File: config.mk
export PLATFORM = sky130hd
export DESIGN_NAME = execution_muldiv_flat
export DESIGN_NICKNAME = d
export VERILOG_FILES = /design/src/rtl/execution_muldiv_if.sv /design/src/rtl/execution_muldiv.sv /design/src/flat_wrapper.sv
export SDC_FILE = /design/constraint.sdc
export NUM_CORES = 1
export LEC_CHECK = 0
export ABC_AREA = 0
export CAP_MARGIN = 20
export CORE_MARGIN = 4
export CORE_UTILIZATION = 34
export CTS_CLUSTER_SIZE = 24
export DETAILED_ROUTE_END_ITERATION = 10
export GPL_ROUTABILITY_DRIVEN = 0
export PLACE_DENSITY_LB_ADDON = 0.12
export SLEW_MARGIN = 20
export SYNTH_ARGS = -nofsm -noshare
export SYNTH_HDL_FRONTEND = slang
export SYNTH_SLANG_ARGS = --single-unit
File: constraint.sdc
create_clock -name i_clock -period 5.5 [get_ports i_clock]
set_input_delay 0.55 -clock i_clock [delete_from_list [all_inputs] [get_ports i_clock]]
set_output_delay 0.55 -clock i_clock [all_outputs]
set_load 0.03 [all_outputs]
File: src/rtl/execution_muldiv_if.sv
// execution_muldiv_if: EX-stage <-> mul/div unit bundle.
//   i_valid/i_op/i_data_rs/i_data_rt : mul/div-class instruction and its forwarded operands
//   i_read_hilo                      : EX holds MFHI/MFLO this cycle
//   i_flush                          : EX instruction is squashed
//   o_hi/o_lo                        : architectural HI/LO registers
//   o_busy/o_stall/o_done            : in-flight, hazard stall, HI/LO-written pulse
interface execution_muldiv_if #(
  parameter int PROC_BITS = 32
);
  logic                 i_valid;
  logic [2:0]           i_op;
  logic [PROC_BITS-1:0] i_data_rs;
  logic [PROC_BITS-1:0] i_data_rt;
  logic                 i_read_hilo;
  logic                 i_flush;
  logic [PROC_BITS-1:0] o_hi;
  logic [PROC_BITS-1:0] o_lo;
  logic                 o_busy;
  logic                 o_stall;
  logic                 o_done;

  modport master (
    output i_valid, i_op, i_data_rs, i_data_rt, i_read_hilo, i_flush,
    input  o_hi, o_lo, o_busy, o_stall, o_done
  );

  modport slave (
    input  i_valid, i_op, i_data_rs, i_data_rt, i_read_hilo, i_flush,
    output o_hi, o_lo, o_busy, o_stall, o_done
  );
endinterface

File: src/rtl/execution_muldiv.sv
// execution_muldiv: iterative MULT/MULTU/DIV/DIVU unit with HI/LO registers.
//   i_clock : rising-edge clock
//   i_reset : asynchronous active-low reset
//   bus     : execution_muldiv_if slave (request, operands, HI/LO, busy/stall/done)
// Operands are reduced to magnitudes at accept, PROC_BITS iterations run on
// unsigned magnitudes, and one FIX cycle applies sign correction and writes HI/LO.
module execution_muldiv #(
  parameter int PROC_BITS = 32,
  parameter int CNT_BITS  = 6
) (
  input  logic                 i_clock,
  input  logic                 i_reset,
  execution_muldiv_if.slave    bus
);
  localparam int N = PROC_BITS;

  typedef enum logic [2:0] {
    OP_NONE  = 3'b000,
    OP_MULT  = 3'b001,
    OP_MULTU = 3'b010,
    OP_DIV   = 3'b011,
    OP_DIVU  = 3'b100,
    OP_MTHI  = 3'b101,
    OP_MTLO  = 3'b110,
    OP_RSVD  = 3'b111
  } op_e;

  typedef enum logic [1:0] {S_IDLE, S_RUN, S_FIX} state_e;

  state_e              state_q, state_d;
  logic [CNT_BITS-1:0] cnt_q;
  logic [N-1:0]        acc_hi_q, acc_lo_q, opb_q;
  logic                is_div_q, neg_lo_q, neg_hi_q;
  logic [N-1:0]        hi_q, lo_q;
  logic                busy_q, done_q;

  // accept / operand decode
  op_e          op;
  logic         op_real, accept, start, is_signed, a_neg, b_neg, op_div;
  logic [N-1:0] a_mag, b_mag;

  assign op        = op_e'(bus.i_op);
  assign op_real   = (op != OP_NONE) && (op != OP_RSVD);
  assign accept    = bus.i_valid && !bus.i_flush && !busy_q && op_real;
  assign start     = accept && (op inside {OP_MULT, OP_MULTU, OP_DIV, OP_DIVU});
  assign op_div    = (op == OP_DIV) || (op == OP_DIVU);
  assign is_signed = (op == OP_MULT) || (op == OP_DIV);
  assign a_neg     = is_signed && bus.i_data_rs[N-1];
  assign b_neg     = is_signed && bus.i_data_rt[N-1];
  // MIN_NEG negates to itself, which read as unsigned is the exact magnitude
  assign a_mag     = a_neg ? -bus.i_data_rs : bus.i_data_rs;
  assign b_mag     = b_neg ? -bus.i_data_rt : bus.i_data_rt;

  // one multiply step: conditional add into the high half, then shift {sum,lo} right
  logic [N:0] mul_sum;
  assign mul_sum = {1'b0, acc_hi_q} + (acc_lo_q[0] ? {1'b0, opb_q} : '0);

  // one restoring-divide step: shift next dividend bit into the partial remainder
  logic [N:0]   div_sh;
  logic         div_ge;
  logic [N-1:0] div_rem;
  assign div_sh  = {acc_hi_q, acc_lo_q[N-1]};
  assign div_ge  = div_sh >= {1'b0, opb_q};
  // when div_ge the difference is below the divisor, so N bits suffice
  assign div_rem = div_ge ? (div_sh[N-1:0] - opb_q) : div_sh[N-1:0];

  // sign correction applied in FIX
  logic [2*N-1:0] prod, prod_fix;
  logic [N-1:0]   hi_fix, lo_fix;
  assign prod     = {acc_hi_q, acc_lo_q};
  assign prod_fix = neg_lo_q ? -prod : prod;
  always_comb begin
    hi_fix = prod_fix[2*N-1:N];
    lo_fix = prod_fix[N-1:0];
    if (is_div_q) begin
      hi_fix = neg_hi_q ? -acc_hi_q : acc_hi_q;
      lo_fix = neg_lo_q ? -acc_lo_q : acc_lo_q;
    end
  end

  // FSM
  always_ff @(posedge i_clock or negedge i_reset) begin
    if (!i_reset) state_q <= S_IDLE;
    else          state_q <= state_d;
  end

  always_comb begin
    state_d = state_q;
    case (state_q)
      S_IDLE:  if (start) state_d = S_RUN;
      S_RUN:   if (cnt_q == CNT_BITS'(1)) state_d = S_FIX;
      S_FIX:   state_d = S_IDLE;
      default: state_d = S_IDLE;
    endcase
  end

  // datapath
  always_ff @(posedge i_clock or negedge i_reset) begin
    if (!i_reset) begin
      cnt_q    <= '0;
      acc_hi_q <= '0;
      acc_lo_q <= '0;
      opb_q    <= '0;
      is_div_q <= 1'b0;
      neg_lo_q <= 1'b0;
      neg_hi_q <= 1'b0;
      hi_q     <= '0;
      lo_q     <= '0;
      busy_q   <= 1'b0;
      done_q   <= 1'b0;
    end else begin
      done_q <= 1'b0;
      case (state_q)
        S_IDLE: if (accept) begin
          if (op == OP_MTHI)      hi_q <= bus.i_data_rs;
          else if (op == OP_MTLO) lo_q <= bus.i_data_rs;
          else begin
            acc_hi_q <= '0;
            acc_lo_q <= a_mag;
            opb_q    <= b_mag;
            is_div_q <= op_div;
            // divide-by-zero keeps the all-ones quotient unsigned
            neg_lo_q <= (a_neg ^ b_neg) && !(op_div && bus.i_data_rt == '0);
            neg_hi_q <= a_neg;
            cnt_q    <= CNT_BITS'(N);
            busy_q   <= 1'b1;
          end
        end
        S_RUN: begin
          cnt_q <= cnt_q - CNT_BITS'(1);
          if (is_div_q) begin
            acc_hi_q <= div_rem;
            acc_lo_q <= {acc_lo_q[N-2:0], div_ge};
          end else begin
            acc_hi_q <= mul_sum[N:1];
            acc_lo_q <= {mul_sum[0], acc_lo_q[N-1:1]};
          end
        end
        S_FIX: begin
          hi_q   <= hi_fix;
          lo_q   <= lo_fix;
          busy_q <= 1'b0;
          done_q <= 1'b1;
        end
        default: ;
      endcase
    end
  end

  assign bus.o_hi    = hi_q;
  assign bus.o_lo    = lo_q;
  assign bus.o_busy  = busy_q;
  assign bus.o_done  = done_q;
  // flush does not gate the stall: a squashed younger op still waits, then is dropped
  assign bus.o_stall = busy_q && ((bus.i_valid && op_real) || bus.i_read_hilo);
endmodule

File: src/flat_wrapper.sv
// flat-port wrapper written by rule: the top's interface ports become plain ports
module execution_muldiv_flat 
#(
  parameter int PROC_BITS = 32,
  parameter int CNT_BITS  = 6
)
  (i_clock, i_reset, bus_i_valid, bus_i_op, bus_i_data_rs, bus_i_data_rt, bus_i_read_hilo, bus_i_flush, bus_o_hi, bus_o_lo, bus_o_busy, bus_o_stall, bus_o_done);
  execution_muldiv_if #(.PROC_BITS(PROC_BITS)) bus_i ();
  input  logic i_clock;
  input  logic i_reset;
  input wire logic [$bits(bus_i.i_valid)-1:0] bus_i_valid;
  input wire logic [$bits(bus_i.i_op)-1:0] bus_i_op;
  input wire logic [$bits(bus_i.i_data_rs)-1:0] bus_i_data_rs;
  input wire logic [$bits(bus_i.i_data_rt)-1:0] bus_i_data_rt;
  input wire logic [$bits(bus_i.i_read_hilo)-1:0] bus_i_read_hilo;
  input wire logic [$bits(bus_i.i_flush)-1:0] bus_i_flush;
  output wire logic [$bits(bus_i.o_hi)-1:0] bus_o_hi;
  output wire logic [$bits(bus_i.o_lo)-1:0] bus_o_lo;
  output wire logic [$bits(bus_i.o_busy)-1:0] bus_o_busy;
  output wire logic [$bits(bus_i.o_stall)-1:0] bus_o_stall;
  output wire logic [$bits(bus_i.o_done)-1:0] bus_o_done;
  assign bus_i.i_valid = bus_i_valid;
  assign bus_i.i_op = bus_i_op;
  assign bus_i.i_data_rs = bus_i_data_rs;
  assign bus_i.i_data_rt = bus_i_data_rt;
  assign bus_i.i_read_hilo = bus_i_read_hilo;
  assign bus_i.i_flush = bus_i_flush;
  assign bus_o_hi = bus_i.o_hi;
  assign bus_o_lo = bus_i.o_lo;
  assign bus_o_busy = bus_i.o_busy;
  assign bus_o_stall = bus_i.o_stall;
  assign bus_o_done = bus_i.o_done;
  execution_muldiv #(.PROC_BITS(PROC_BITS), .CNT_BITS(CNT_BITS)) u_core (.i_clock(i_clock), .i_reset(i_reset), .bus(bus_i));
endmodule
==> results.sh, run 1 <==
export IMPL_status="complete, no violations"
export IMPL_cp_required_ns=5.83
export IMPL_wl_per_cell_um=21.2
export IMPL_ys_seq_elements=173
export IMPL_die_y_um=216
export IMPL_start_util_pct=34.7
export IMPL_clkTransAtPathRegs_ns=0.07
export IMPL_fmax_ghz=0.241
export IMPL_finalHoldViolCount=0
export IMPL_worst_pin_slew_ns=1.08
export IMPL_viasPerCell=5.63
export IMPL_grt_usage_pct=22.9
export IMPL_pin_count=139
export IMPL_h_tree_depth=4
export IMPL_finClkSkew_ns=0.0140
export IMPL_core_sq_um=42400
export IMPL_postSynth_asyncResetShare_pct=100
export IMPL_synth_most_common_cell="nand2_1"
export IMPL_dr_pass1_iters=8
export IMPL_synth_edf_count=0
export IMPL_cts_tree="built"
export IMPL_clk_path_buf_depth=2
export IMPL_cts_hold_fix_buffers=0
export IMPL_fin_crit_sh_pct=75.5
export IMPL_syn_area_sq_um=14700
export IMPL_drive_above_1_share_pct=4.43
export IMPL_final_nets=2138
export IMPL_yosys_area_top_type="dfrtp_1"
export IMPL_crit_path_cell_trace="inv_1 -> buf_4 -> nor2_1 -> ha_1 -> a21o_1 -> a21o_1 -> a221o_1 -> o211ai_1 -> a21oi_1 -> a2111oi_0 -> o21ai_0 -> xnor2_1 -> o211ai_1"
export IMPL_die_w_um=216
export IMPL_syn_mean_instance_area_sq_um=7.66
export IMPL_drc=0
export IMPL_syn_to_final_growth_pct=17.1
export IMPL_cp_slowest_stage_delay_ns=0.81
export IMPL_period_needed_ns=4.15
export IMPL_route_vias_total=14600
export IMPL_routed_wl_um=54800
export IMPL_cts_resized=0
export IMPL_diodes=0
export IMPL_critPathKind="reg -> reg"
export IMPL_dieArea_sq_um=46700
export IMPL_ant_nets=0
export IMPL_fillers=4518
export IMPL_start_kind="register"
export IMPL_reg2reg_slack_ns=1.35
export IMPL_drtIter0Drc=1484
export IMPL_path_max_fanout=11
export IMPL_cts_sinks=173
export IMPL_power_density_nw_per_um2=636
export IMPL_worstSkewPairLatency_ns=0.47
export IMPL_report_power_total_w=0.0110
export IMPL_cts_setup_buffers=0
export IMPL_arrival_ns=4.48
export IMPL_root_buffer="clkbuf_16"
export IMPL_rsz0062_at_grt="false"
export IMPL_cap_violations=0
export IMPL_antenna_found_initial=0
export IMPL_synth_area_leaders="dfrtp_1 29%, o21ai_0 7.2%, nand2_1 6.6%"
export IMPL_p_leak_nw=7.20
export IMPL_fin_setup_tns_ns=0
export IMPL_rr_startpoint="u_core.acc_lo_q[0]$_DFFE_PN0P_"
export IMPL_grt_pass1_vias=13800
export IMPL_cp_end_kind="register"
export IMPL_ir_drop_v=0.000198
export IMPL_synth_common_cells="260 x nand2_1, 213 x o21ai_0, 176 x nor2_1, 173 x dfrtp_1, 132 x a21oi_1"
export IMPL_syn_num_nets=2065
export IMPL_setup_viol=0
export IMPL_maxSlewHeadroom_pct=27.8
export IMPL_min_path_type="in -> async"
export IMPL_ys_warn_count=0
export IMPL_seq_area_frac_synth_pct=29.4
export IMPL_grt_pass1_wl_um=83900
export IMPL_numCtsBuffers=17
export IMPL_startpoint="u_core.acc_lo_q[0]$_DFFE_PN0P_"
export IMPL_grt_ovfl_total=0
export IMPL_cpMaxStageDelayCell="a2111oi_0"
export IMPL_rows=75
export IMPL_synth_ff_type="dfrtp_1"
export IMPL_slew_viol_final=0
export IMPL_post_dp_hpwl_um=42500
export IMPL_grt_max_degree=95
export IMPL_port_buffers=138
export IMPL_synth_top_cell_area_share_pct=29.4
export IMPL_syn_inst=1921
export IMPL_ys_types=80
path summary, 6_finish.rpt:
path / to / cells after the start
min in group i_clock: u_core.opb_q[20]$_DFFE_PN0P_ / 2
setup reg to reg: u_core.acc_hi_q[29]$_DFFE_PN0P_ / 13
max in group asynchronous: u_core.acc_hi_q[20]$_DFFE_PN0P_ / 2
hold / removal: u_core.bus.o_lo[11]$_DFFE_PN0P_ / 1
setup / recovery: u_core.acc_hi_q[29]$_DFFE_PN0P_ / 13
hold reg to reg: u_core.opb_q[20]$_DFFE_PN0P_ / 2
layer usage:
| layer | GRT usage [%] | up-vias | routed length (um) |
|---|---|---|---|
| li1 | - | 7042 | - |
| met1 | 34.3 | 6931 | 26600 |
| met2 | 33.7 | 520 | 23000 |
| met3 | 4.33 | 59 | 3670 |
| met4 | 6.42 | 0 | 1400 |
| met5 | 0 | - | 0 |
per-stage QoR:
step                std cells  worst slack, ns  utilization (%)  area [sq um]  hold WS, ns
floorplan                1921             2.13                -         14700        0.254
global placement         2551             1.38             39.2         16600        0.460
detailed placement       2551             1.35             39.2         16600        0.469
CTS                      2583             1.32             40.6         17200        0.165
global route             2584             1.11             40.7         17200        0.172
finish                   2584             1.35             40.7         17200       0.0877
layout by cell type, fill, tap and decap left out, types with 15 or more instances in the layout:
cell type,count
nand3_1,38
o21ai_0,213
xor2_1,73
or3_1,19
clkdlybuf4s50_1,137
a211oi_1,15
nand2_1,259
a21oi_1,132
mux2i_1,50
o31ai_1,48
nor2b_1,17
ha_1,70
buf_4,23
nor2_1,174
nor3_1,47
a21o_1,41
inv_1,72
o211ai_1,18
a22oi_1,26
nand4_1,15
dfrtp_1,172
nor4_1,20
clkbuf_16,17
xnor2_1,93
state kept, by name, summed over array words and instances, names as in the netlist:
signal / flops
u_core.bus.o_busy: 1
u_core.acc_lo_q: 32
u_core.cnt_q: 6
u_core.acc_hi_q: 32
u_core.neg_hi_q: 1
u_core.state_q: 2
u_core.opb_q: 32
u_core.neg_lo_q: 1
u_core.bus.o_done: 1
u_core.is_div_q: 1
u_core.bus.o_hi: 32
u_core.bus.o_lo: 32
critical path: cells and delay by family (launching register included):
family	cells	cell delay [ns]
simple gates	1	0.08
fa+ha+maj	1	0.34
flops	1	0.44
buf+inv	2	0.56
xor+xnor	1	0.21
compound gates	8	2.40
power breakdown:
part	total (W)	internal, W	switching, W
clock network	0.00129	0.000693	0.000599
logic	0.00710	0.00277	0.00433
registers	0.00258	0.00180	0.000781
total	0.0110	0.00526	0.00571
area by class of cell:
| class | count | area, sq um | area share, % |
|---|---|---|---|
| multi-input cells | 1566 | 9740 | 56.5 |
| well taps | 577 | 722 | 4.19 |
| inverters | 73 | 274 | 1.59 |
| flip-flops and latches | 173 | 4330 | 25.1 |
| clock buffers | 19 | 443 | 2.57 |
| clock inverters | 13 | 155 | 0.900 |
| repair buffers | 163 | 1580 | 9.16 |
logic make-up after synthesis:
logic type | after synthesis | synth area share [%]
adder cells (fa/ha/maj) | 72 | 6.22
multiplexers | 54 | 3.70
flip-flops | 173 | 29.4
AND/OR/NAND/NOR | 674 | 21.0
buffers and inverters | 182 | 4.75
AO/OA/AOI/OAI | 600 | 25.1
XOR/XNOR | 166 | 9.87
No activity file was read; power rests on OpenSTA's default activity.
==> run 2, diff against run 1 <==
clock period = 3.5 ns   (was 5.5 ns; I/O delays follow)
==> results.sh, run 2 (synthesized netlist as in run 1, its figures left out) <==
export IMPL_reg2reg_slack_ns=0.16
export IMPL_cp_required_ns=3.91
export IMPL_final_cell_mix="259 x nand2_1, 209 x o21ai_0, 173 x nor2_1, 171 x dfrtp_1, 137 x clkdlybuf4s50_1"
export IMPL_port_buffers=138
export IMPL_ant_nets=0
export IMPL_reg2regPathDepth=10
export IMPL_wl_per_cell_um=20.5
export IMPL_diodes=0
export IMPL_fin_setup_tns_ns=0
export IMPL_rows=75
export IMPL_cp_end_kind="register"
export IMPL_finalHoldViolCount=0
export IMPL_p_leak_nw=7.74
export IMPL_critPathCapture="u_core.acc_hi_q[16]$_DFFE_PN0P_"
export IMPL_dieArea_sq_um=46700
export IMPL_grt_max_degree=67
export IMPL_route_vias_total=14800
export IMPL_worst_pin_slew_ns=0.888
export IMPL_slew_viol_final=0
export IMPL_fin_ws_ns=0.157
export IMPL_cap_violations=0
export IMPL_clkTransAtPathRegs_ns=0.08
export IMPL_grt_pass1_wl_um=85500
export IMPL_cts_sinks=173
export IMPL_routed_wl_um=55200
export IMPL_power_density_nw_per_um2=985
export IMPL_status="complete, no violations"
export IMPL_syn_to_final_growth_pct=23.5
export IMPL_h_tree_depth=4
export IMPL_grt_ovfl_total=0
export IMPL_cts_tree="built"
export IMPL_arrival_ns=3.76
export IMPL_period_needed_ns=3.34
export IMPL_final_common_cell="nand2_1"
export IMPL_critPathKind="reg -> reg"
export IMPL_setup_viol=0
export IMPL_fin_crit_sh_pct=95.5
export IMPL_worstSkewPairLatency_ns=0.48
export IMPL_grt_pass1_vias=14400
export IMPL_antenna_found_initial=0
export IMPL_start_kind="register"
export IMPL_maxSlewHeadroom_pct=40.8
export IMPL_path_max_fanout=10
export IMPL_rsz0062_at_grt="false"
export IMPL_startpoint="u_core.acc_hi_q[19]$_DFFE_PN0P_"
export IMPL_drc=0
export IMPL_die_w_um=216
export IMPL_finClkSkew_ns=0.0194
export IMPL_fillers=4417
export IMPL_report_power_total_w=0.0179
export IMPL_core_sq_um=42400
export IMPL_rr_endpoint="u_core.acc_hi_q[16]$_DFFE_PN0P_"
export IMPL_fmax_ghz=0.299
export IMPL_grt_usage_pct=23.3
export IMPL_numCtsBuffers=17
export IMPL_dr_pass1_iters=7
export IMPL_ir_drop_v=0.000568
export IMPL_rr_startpoint="u_core.acc_hi_q[19]$_DFFE_PN0P_"
export IMPL_post_dp_hpwl_um=44000
export IMPL_root_buffer="clkbuf_16"
export IMPL_start_util_pct=34.7
export IMPL_viasPerCell=5.50
export IMPL_drive_above_1_share_pct=9.93
export IMPL_dpl_worst_slack_ns=-0.156
export IMPL_clk_path_buf_depth=2
export IMPL_min_path_type="in -> async"
export IMPL_pin_count=139
export IMPL_final_nets=2246
export IMPL_drtIter0Drc=1446
export IMPL_die_y_um=216
[run 2: cell count changes in the layout (fill, tap and decap cells not counted), moves of 2 or more]
cell / previous run / this run
buf_4: 23 / 128
ha_1: 70 / 65
o21ai_0: 213 / 209
ha_2: 0 / 3
o21ai_1: 6 / 9
a21oi_1: 132 / 130
a21oi_2: 0 / 2
buf_12: 1 / 3
clkinv_2: 2 / 0
clkinv_8: 1 / 3
ha_4: 0 / 2
inv_8: 0 / 2
[run 2: worst min path at each step]
stage                                         start                              end  slack, ns  cells after the start
finish                                      i_reset  u_core.bus.o_lo[13]$_DFFE_PN0P_       0.45                      2
global route        u_core.bus.o_lo[17]$_DFFE_PN0P_  u_core.bus.o_lo[17]$_DFFE_PN0P_       0.50                      2
CTS                                         i_reset  u_core.bus.o_lo[13]$_DFFE_PN0P_       0.45                      2
detailed placement                          i_reset  u_core.bus.o_lo[18]$_DFFE_PN0P_       0.40                      1
global placement                            i_reset  u_core.bus.o_lo[18]$_DFFE_PN0P_       0.40                      1
floorplan                                   i_reset   u_core.acc_hi_q[0]$_DFFE_PN0P_       0.05                      0
[run 2: layout make-up]
class	instances	area [sq um]	area share [%]
clock inverter	15	200	1.10
multi-input combinational	1566	9810	53.9
sequential	173	4330	23.8
clock buffer	17	425	2.34
inverter	73	274	1.51
timing repair buffer	271	2420	13.3
tap	577	722	3.97
[run 2: layer usage]
metal | track usage, % | up-vias | part of all wire (%)
met4 | 5.68 | 0 | 1.6
met1 | 34.1 | 7027 | 48
met2 | 36.1 | 502 | 44
li1 | - | 7230 | -
met3 | 3.68 | 51 | 6.4
met5 | 0 | - | 0
[run 2: through the flow]
step                      instances  hold WS, ns  util [%]  area (sq um)
after floorplan                1921       0.0544         -         14700
after global placement         2657        0.397      41.2         17500
after detailed placement       2657        0.401      41.2         17500
after CTS                      2690        0.455      42.7         18100
after global routing           2692        0.502      42.9         18200
final                          2692        0.448      42.9         18200
[run 2: report_power, final]
group | internal, W | switching [W]
Sequential | 0.00283 | 0.00101
Combinational | 0.00494 | 0.00707
Clock | 0.00109 | 0.000986
Total | 0.00886 | 0.00907
[run 2: repair_timing]
item,4_1_cts,5_1_grt
hold buffers,1,0
endpoints found under the hold margin,64,0
pin swaps,0,5
endpoints found under the setup margin,1,20
gates resized for setup,3,19
buffers inserted,0,2
[run 2: worst max-delay path, stage by stage (launching register included)]
cell and delay [ns]:
dfrtp_1 0.54, ha_1 0.50, nand2_1 0.13, nor2_1 0.19, nand4_1 0.21, o31ai_1 0.44
nor3_1 0.12, and3_1 0.26, or3_4 0.44, or3_1 0.38, nand2_1 0.06
